## config.mk

```make
export PLATFORM = sky130hd
export DESIGN_NAME = otter_decode_stage
export DESIGN_NICKNAME = d
export VERILOG_FILES = /design/src/rtl/otter_pkg.sv /design/src/rtl/otter_decode_logic.sv /design/src/rtl/otter_decode_stage.sv
export SDC_FILE = /design/constraint.sdc
export NUM_CORES = 1
export LEC_CHECK = 0
export ABC_AREA = 1
export BUFFER_PORTS_ARGS = -buffer_cell sky130_fd_sc_hd__buf_4
export CORE_MARGIN = 3
export CORE_UTILIZATION = 39
export CTS_BUF_LIST = sky130_fd_sc_hd__clkbuf_8
export CTS_CLUSTER_DIAMETER = 100
export DETAILED_ROUTE_END_ITERATION = 16
export PLACE_DENSITY = 0.71
export SYNTH_ARGS = -nofsm -noshare
export SYNTH_HDL_FRONTEND = slang
export SYNTH_SLANG_ARGS = --single-unit
```

## constraint.sdc

```tcl
create_clock -name CLK -period 4.38 [get_ports CLK]
set_input_delay 0.876 -clock CLK [delete_from_list [all_inputs] [get_ports CLK]]
set_output_delay 0.876 -clock CLK [all_outputs]
set_load 0.005 [all_outputs]
```

## src/rtl/otter_pkg.sv

```systemverilog
// Shared OTTER decode types: opcodes, SYSTEM funct3, select codes and the control bundle.
package otter_pkg;

  typedef enum logic [6:0] {
    OPC_LUI    = 7'b0110111,
    OPC_AUIPC  = 7'b0010111,
    OPC_JAL    = 7'b1101111,
    OPC_JALR   = 7'b1100111,
    OPC_BRANCH = 7'b1100011,
    OPC_LOAD   = 7'b0000011,
    OPC_STORE  = 7'b0100011,
    OPC_OP_IMM = 7'b0010011,
    OPC_OP     = 7'b0110011,
    OPC_SYSTEM = 7'b1110011
  } opcode_t;

  typedef enum logic [2:0] {
    F3_PRIV   = 3'b000,
    F3_CSRRW  = 3'b001,
    F3_CSRRS  = 3'b010,
    F3_CSRRC  = 3'b011,
    F3_CSRRWI = 3'b101,
    F3_CSRRSI = 3'b110,
    F3_CSRRCI = 3'b111
  } funct3_system_t;

  typedef enum logic {ST_RUN, ST_TRAP} trap_state_t;

  localparam logic [2:0] PCS_PLUS4  = 3'd0;
  localparam logic [2:0] PCS_JALR   = 3'd1;
  localparam logic [2:0] PCS_BRANCH = 3'd2;
  localparam logic [2:0] PCS_JAL    = 3'd3;
  localparam logic [2:0] PCS_INTR   = 3'd4;
  localparam logic [2:0] PCS_MRET   = 3'd5;

  localparam logic [1:0] RF_PC4 = 2'd0;
  localparam logic [1:0] RF_CSR = 2'd1;
  localparam logic [1:0] RF_MEM = 2'd2;
  localparam logic [1:0] RF_ALU = 2'd3;

  localparam logic [3:0] ALU_ADD = 4'b0000;
  localparam logic [3:0] ALU_LUI = 4'b1001;

  localparam logic [6:0] F7_BASE   = 7'b0000000;
  localparam logic [6:0] F7_ALT    = 7'b0100000;
  localparam logic [6:0] F7_MULDIV = 7'b0000001;

  typedef struct packed {
    logic       alu_srca;
    logic [1:0] alu_srcb;
    logic [3:0] alu_fun;
    logic       mdu_op;
    logic [1:0] rf_wr_sel;
    logic [2:0] pcsource;
    logic       reg_write;
    logic       mem_we;
    logic       mem_re;
    logic [1:0] msize;
    logic       msign;
    logic       illegal;
    logic       int_taken;
  } ctrl_t;

endpackage

```

## src/rtl/otter_decode_logic.sv

```systemverilog
// Combinational RV32I(+M) field decoder producing the control bundle.
// Latency 0; no flow control of its own.
module otter_decode_logic
  import otter_pkg::*;
#(
  parameter bit EN_MEXT = 1'b1
) (
  input  logic [6:0] opcode,
  input  logic [2:0] funct3,
  input  logic [6:0] funct7,
  input  logic [4:0] rd,
  output ctrl_t      ctrl,
  output logic       is_mret
);

  logic known;
  logic bad_f7;
  logic writes;
  logic muldiv;

  assign muldiv = EN_MEXT && (funct7 == F7_MULDIV);

  always_comb begin
    ctrl           = '0;
    ctrl.rf_wr_sel = RF_ALU;
    ctrl.pcsource  = PCS_PLUS4;
    ctrl.alu_fun   = ALU_ADD;
    is_mret        = 1'b0;
    known          = 1'b1;
    bad_f7         = 1'b0;
    writes         = 1'b0;
    case (opcode_t'(opcode))
      OPC_LUI: begin
        ctrl.alu_srca = 1'b1;
        ctrl.alu_fun  = ALU_LUI;
        writes        = 1'b1;
      end
      OPC_AUIPC: begin
        ctrl.alu_srca = 1'b1;
        ctrl.alu_srcb = 2'd3;
        writes        = 1'b1;
      end
      OPC_JAL: begin
        ctrl.rf_wr_sel = RF_PC4;
        ctrl.pcsource  = PCS_JAL;
        writes         = 1'b1;
      end
      OPC_JALR: begin
        ctrl.alu_srcb  = 2'd1;
        ctrl.rf_wr_sel = RF_PC4;
        ctrl.pcsource  = PCS_JALR;
        writes         = 1'b1;
      end
      OPC_BRANCH: ctrl.pcsource = PCS_BRANCH;
      OPC_LOAD: begin
        ctrl.alu_srcb  = 2'd1;
        ctrl.rf_wr_sel = RF_MEM;
        ctrl.mem_re    = 1'b1;
        writes         = 1'b1;
      end
      OPC_STORE: begin
        ctrl.alu_srcb = 2'd2;
        ctrl.mem_we   = 1'b1;
      end
      OPC_OP_IMM: begin
        ctrl.alu_srcb = 2'd1;
        ctrl.alu_fun  = (funct3 == 3'b101) ? {funct7[5], funct3} : {1'b0, funct3};
        writes        = 1'b1;
      end
      OPC_OP: begin
        ctrl.mdu_op  = muldiv;
        ctrl.alu_fun = muldiv ? {1'b0, funct3} : {funct7[5], funct3};
        bad_f7       = !((funct7 == F7_BASE) || (funct7 == F7_ALT) || muldiv);
        writes       = 1'b1;
      end
      OPC_SYSTEM: begin
        ctrl.alu_fun   = ALU_LUI;
        ctrl.rf_wr_sel = RF_CSR;
        if (funct3_system_t'(funct3) == F3_PRIV) begin
          ctrl.pcsource = PCS_MRET;
          is_mret       = 1'b1;
        end else begin
          writes = 1'b1;
        end
      end
      default: known = 1'b0;
    endcase
    ctrl.illegal   = (opcode[1:0] != 2'b11) || !known || bad_f7;
    // An illegal word must never commit side effects downstream.
    ctrl.reg_write = writes && (rd != 5'd0) && !ctrl.illegal;
    ctrl.mem_we    = ctrl.mem_we && !ctrl.illegal;
    ctrl.mem_re    = ctrl.mem_re && !ctrl.illegal;
    ctrl.msize     = funct3[1:0];
    ctrl.msign     = ~funct3[2];
  end

endmodule

```

## src/rtl/otter_decode_stage.sv

```systemverilog
// Registered ID stage: decode into ID/EX register with interrupt injection and RUN/TRAP tracking.
// Latency 1 cycle; holds all outputs while OUT_VALID & ~OUT_READY, FLUSH squashes slot and input.
module otter_decode_stage
  import otter_pkg::*;
#(
  parameter int XLEN    = 32,
  parameter bit EN_MEXT = 1'b1,
  parameter int CNT_W   = 32
) (
  input  logic             CLK,
  input  logic             RST_N,
  input  logic             IN_VALID,
  output logic             IN_READY,
  input  logic [31:0]      IR_IN,
  input  logic [XLEN-1:0]  PC_IN,
  input  logic             FLUSH,
  input  logic             INT_REQ,
  input  logic             CSR_MIE,
  output logic             OUT_VALID,
  input  logic             OUT_READY,
  output logic [XLEN-1:0]  PC_OUT,
  output logic [31:0]      IR_OUT,
  output logic             ALU_SRCA,
  output logic [1:0]       ALU_SRCB,
  output logic [3:0]       ALU_FUN,
  output logic             MDU_OP,
  output logic [1:0]       RF_WR_SEL,
  output logic [2:0]       PCSOURCE,
  output logic             REG_WRITE,
  output logic             MEM_WE,
  output logic             MEM_RE,
  output logic [1:0]       MSIZE,
  output logic             MSIGN,
  output logic             ILLEGAL,
  output logic             INT_TAKEN,
  output logic             IN_TRAP,
  output logic [CNT_W-1:0] DEC_COUNT
);

  ctrl_t             dec_ctrl;
  ctrl_t             slot_ctrl;
  ctrl_t             ctl_q;
  logic              is_mret;
  logic              accept;
  logic              int_fire;
  logic              out_vld_q;
  logic [XLEN-1:0]   pc_q;
  logic [31:0]       ir_q;
  logic [CNT_W-1:0]  cnt_q;
  trap_state_t       state_q;
  trap_state_t       state_d;

  otter_decode_logic #(.EN_MEXT(EN_MEXT)) u_decode (
    .opcode  (IR_IN[6:0]),
    .funct3  (IR_IN[14:12]),
    .funct7  (IR_IN[31:25]),
    .rd      (IR_IN[11:7]),
    .ctrl    (dec_ctrl),
    .is_mret (is_mret)
  );

  assign IN_READY = ~out_vld_q | OUT_READY;
  assign accept   = IN_VALID & IN_READY & ~FLUSH;

  always_ff @(posedge CLK or negedge RST_N) begin
    if (!RST_N) state_q <= ST_RUN;
    else        state_q <= state_d;
  end

  always_comb begin
    state_d = state_q;
    case (state_q)
      ST_RUN:  if (accept && INT_REQ && CSR_MIE) state_d = ST_TRAP;
      ST_TRAP: if (accept && is_mret) state_d = ST_RUN;
      default: state_d = ST_RUN;
    endcase
  end

  always_comb begin
    int_fire = accept && INT_REQ && CSR_MIE && (state_q == ST_RUN);
    IN_TRAP  = (state_q == ST_TRAP);
  end

  // Interrupt slot keeps the decoded fields (ILLEGAL included) but drops all side effects.
  always_comb begin
    slot_ctrl = dec_ctrl;
    if (int_fire) begin
      slot_ctrl.pcsource  = PCS_INTR;
      slot_ctrl.reg_write = 1'b0;
      slot_ctrl.mem_we    = 1'b0;
      slot_ctrl.mem_re    = 1'b0;
      slot_ctrl.int_taken = 1'b1;
    end
  end

  always_ff @(posedge CLK or negedge RST_N) begin
    if (!RST_N) begin
      out_vld_q <= 1'b0;
      pc_q      <= '0;
      ir_q      <= '0;
      ctl_q     <= '0;
      cnt_q     <= '0;
    end else if (FLUSH) begin
      out_vld_q <= 1'b0;
    end else if (accept) begin
      out_vld_q <= 1'b1;
      pc_q      <= PC_IN;
      ir_q      <= IR_IN;
      ctl_q     <= slot_ctrl;
      cnt_q     <= cnt_q + CNT_W'(1);
    end else if (OUT_READY) begin
      out_vld_q <= 1'b0;
    end
  end

  assign OUT_VALID = out_vld_q;
  assign PC_OUT    = pc_q;
  assign IR_OUT    = ir_q;
  assign ALU_SRCA  = ctl_q.alu_srca;
  assign ALU_SRCB  = ctl_q.alu_srcb;
  assign ALU_FUN   = ctl_q.alu_fun;
  assign MDU_OP    = ctl_q.mdu_op;
  assign RF_WR_SEL = ctl_q.rf_wr_sel;
  assign PCSOURCE  = ctl_q.pcsource;
  assign REG_WRITE = ctl_q.reg_write;
  assign MEM_WE    = ctl_q.mem_we;
  assign MEM_RE    = ctl_q.mem_re;
  assign MSIZE     = ctl_q.msize;
  assign MSIGN     = ctl_q.msign;
  assign ILLEGAL   = ctl_q.illegal;
  assign INT_TAKEN = ctl_q.int_taken;
  assign DEC_COUNT = cnt_q;

endmodule

```

==> flow_metrics.env <==
export IMPL_synthArstFlopShare_pct=100
export IMPL_cts_sinks=117
export IMPL_vias=4738
export IMPL_antenna_cells=0
export IMPL_internal_power_uw=1980
export IMPL_final_common_cell="nand2_1"
export IMPL_synth_area_per_cell_um2=8.32
export IMPL_drive_gt1_share_pct=29.1
export IMPL_synth_area_top_cells="dfrtp_1 55%, nand2_1 21%, nor2_1 3.1%, inv_1 2.7%, o21ai_0 2.2%"
export IMPL_synthMuxAreaShare_pct=0
export IMPL_cts_inserted_buffers=17
export IMPL_cts_resized=0
export IMPL_synth_xor_area_share_pct=3.28
export IMPL_finalMaxSlewViolations=0
export IMPL_grt_max_degree=118
export IMPL_synth_nets=713
export IMPL_sw_frac_of_total_pct=26.7
export IMPL_path_clk_slew_ns=0.06
export IMPL_firstDrtPassIters=5
export IMPL_pre_cts_ws_ns=1.64
export IMPL_worst_pin_slew_ns=0.850
export IMPL_htreeDepth=4
export IMPL_setup_viol_count_final=0
export IMPL_ys_types=31
export IMPL_fin_ws_ns=2.10
export IMPL_synth_edff_count=0
export IMPL_crit_family="buffers and inverters"
export IMPL_max_freq_mhz=438
export IMPL_pwr_share_seq_pct=48.4
export IMPL_cts_tree="built"
export IMPL_syn_area_mm2=0.00533
export IMPL_cts_root_buf="clkbuf_8"
export IMPL_ys_ff_latch=117
export IMPL_ant_nets=0
export IMPL_combPwrFrac_pct=18.1
export IMPL_rr_worst_depth=6
export IMPL_hold_buffers=0
export IMPL_crit_cells=12
export IMPL_dp_hpwl_mm=10.3
export IMPL_worstPathCellList="buf_4, inv_1, nand2_2, nand2_4, buf_4, nor2_4, nand2_4, nor2_4, nand2_2, nor2_1, nand2_1, nand2_1"
export IMPL_io_pins=191
export IMPL_grt_first_pass_wirelength_mm=22.9
export IMPL_grt_total_usage_pct=19.4
export IMPL_fin_skew_ns=0.0137
export IMPL_crit_buf_inv=3
export IMPL_die_y_um=123
export IMPL_grt_pass1_vias=4641
export IMPL_ys_seq_area_share_pct=54.9
export IMPL_start_util_pct=40.1
export IMPL_yosysWarningCount=0
export IMPL_synth_top_area_cell="dfrtp_1"
export IMPL_hp_class="flop to flop"
export IMPL_clock_latency_ns=0.42
export IMPL_die_area_mm2=0.0151
export IMPL_wl_mm=14.1
export IMPL_numPortBuffers=190
export IMPL_slew_headroom_pct=43.3
export IMPL_critPathMaxStageDelay_ns=0.69
export IMPL_p_per_area_mw_per_mm2=371
export IMPL_syn_to_final_growth_pct=36.6
export IMPL_antenna_found_initial=0
export IMPL_via_per_inst=4.64
export IMPL_yosys_area_share_simple_pct=33.5
export IMPL_cts_setup_buffers=0
export IMPL_fin_crit_sh_pct=52.1
export IMPL_drc_errors=0
export IMPL_clock_power_share_pct=33.5
export IMPL_rsz0062_at_grt="no"
export IMPL_num_rows=42
export IMPL_cts_max_path_buffers=2
export IMPL_wl_per_cell_um=13.8
export IMPL_period_minus_slack_ns=2.28
export IMPL_status="finished clean"
export IMPL_total_power_uw=2700
export IMPL_worstPathRequired_ns=4.68
export IMPL_grt_overflow=0
export IMPL_hold_violations=0
export IMPL_hold_depth=2
export IMPL_coreArea_mm2=0.0133
export IMPL_synth_compound_area_share_pct=3.45
export IMPL_start_kind="input pin"
export IMPL_synth_top_family_by_area="simple AND/OR/NAND/NOR gates"
export IMPL_syn_inst=641
export IMPL_final_cell_mix="294 x nand2_1, 192 x buf_4, 117 x dfrtp_1"
export IMPL_synth_top_cell_area_share_pct=54.9
export IMPL_arrival_ns=2.59
export IMPL_cp_slowest_cell="buf_4"
export IMPL_path_max_fanout=80
export IMPL_power_switching_uw=721
export IMPL_gp_congestion=0.866
export IMPL_dpl_cell_count=990
export IMPL_ir_drop_v=0.000223
export IMPL_synth_adder_area_share_pct=0.235
export IMPL_path_class="input pin to flop"
export IMPL_worst_setup_path_end_kind="flop"
export IMPL_final_nets=905
export IMPL_synthFlopType="dfrtp_1"
export IMPL_final_cells=1022
export IMPL_setup_tns_ns=0
export IMPL_die_x_um=123
export IMPL_maxCapViolCount=0
export IMPL_drtIter0Drc=306
export IMPL_leakage_uw=0.00395
-- Yosys cell counts, types with 2 or more instances --
cell type    n
xnor2_1     10
o211ai_1     2
nor3_1       9
nand2_1    294
nand4_1      5
nand2_2      6
nand2_4      2
clkbuf_1     4
buf_4        2
nand3b_1     9
buf_2       13
nand3_2      3
o21ai_0     23
dfrtp_1    117
nor2_4       8
a21oi_1      4
o31ai_1      3
nor2_1      44
nor3_4       2
inv_1       39
nor2_2       4
nand3_1     20
xor2_1      10
-- final cells by class --
| cell class | count | area [um^2] |
|---|---|---|
| Inverter | 40 | 150 |
| Timing Repair Buffer | 193 | 1460 |
| Fill cell | 1295 | 6010 |
| Clock inverter | 10 | 66.3 |
| Sequential cell | 117 | 2930 |
| Multi-Input combinational cell | 464 | 2160 |
| Tap cell | 176 | 220 |
| Clock buffer | 22 | 303 |
-- worst register-to-register path, delay by kind of cell, from the launching register on --
kind	cells	cell delay, ns
AO/OA/AOI/OAI	1	0.15
buffers and inverters	2	1.01
flip-flops	1	0.39
AND/OR/NAND/NOR	3	0.42
-- per-stage QoR --
step | hold slack, ns | area [um^2] | util [%]
after global placement | 0.463 | 6920 | 52.0
after floorplan | 0.472 | 5330 | -
after detailed placement | 0.466 | 6920 | 52.0
after global routing | 0.506 | 7280 | 54.8
after CTS | 0.484 | 7280 | 54.8
final | 0.481 | 7280 | 54.8
-- path summary, 6_finish.rpt --
path / endpoint / start / slack, ns
setup / recovery: DEC_COUNT[29] / OUT_READY / 2.10
hold / removal: IR_OUT[1] / IR_OUT[1] / 0.48
setup reg to reg: ALU_FUN[1] / OUT_VALID / 2.34
hold reg to reg: IR_OUT[1] / IR_OUT[1] / 0.48
max in group asynchronous: IR_OUT[30] / RST_N / 3.35
min in group asynchronous: ALU_SRCA / RST_N / 0.52
-- flip-flops by register name, indices dropped and copies added, names as in the netlist --
signal and flops:
IN_TRAP 1, PCSOURCE 3, MSIZE 1, MSIGN 1
MEM_WE 1, ALU_FUN 4, DEC_COUNT 32, INT_TAKEN 1
ILLEGAL 1, ALU_SRCA 1, IR_OUT 31, MDU_OP 1
ALU_SRCB 2, PC_OUT 32, RF_WR_SEL 2, OUT_VALID 1
REG_WRITE 1, MEM_RE 1
-- per-layer routing --
layer	global-route usage, %	part of all wire, %
met3	7.09	8.3
met2	30.2	47
met1	25.5	44
met5	0	0
met4	5.25	0.68
-- logic make-up after synthesis --
kind of cell | count (synthesis)
flops | 117
xor+xnor | 20
buf+inv | 60
simple gates | 409
compound gates | 34
fa+ha+maj | 1
-- power groups by stage --
stage | registers [uW] | clock network, uW | logic (uW)
2_1_floorplan | 1320 | 0 | 174
3_3_place_gp | 1320 | 0 | 491
3_5_place_dp | 1320 | 0 | 501
4_1_cts | 1310 | 934 | 499
5_1_grt | 1330 | 990 | 550
6_report | 1310 | 906 | 489
(Power assumes the default switching activity.)
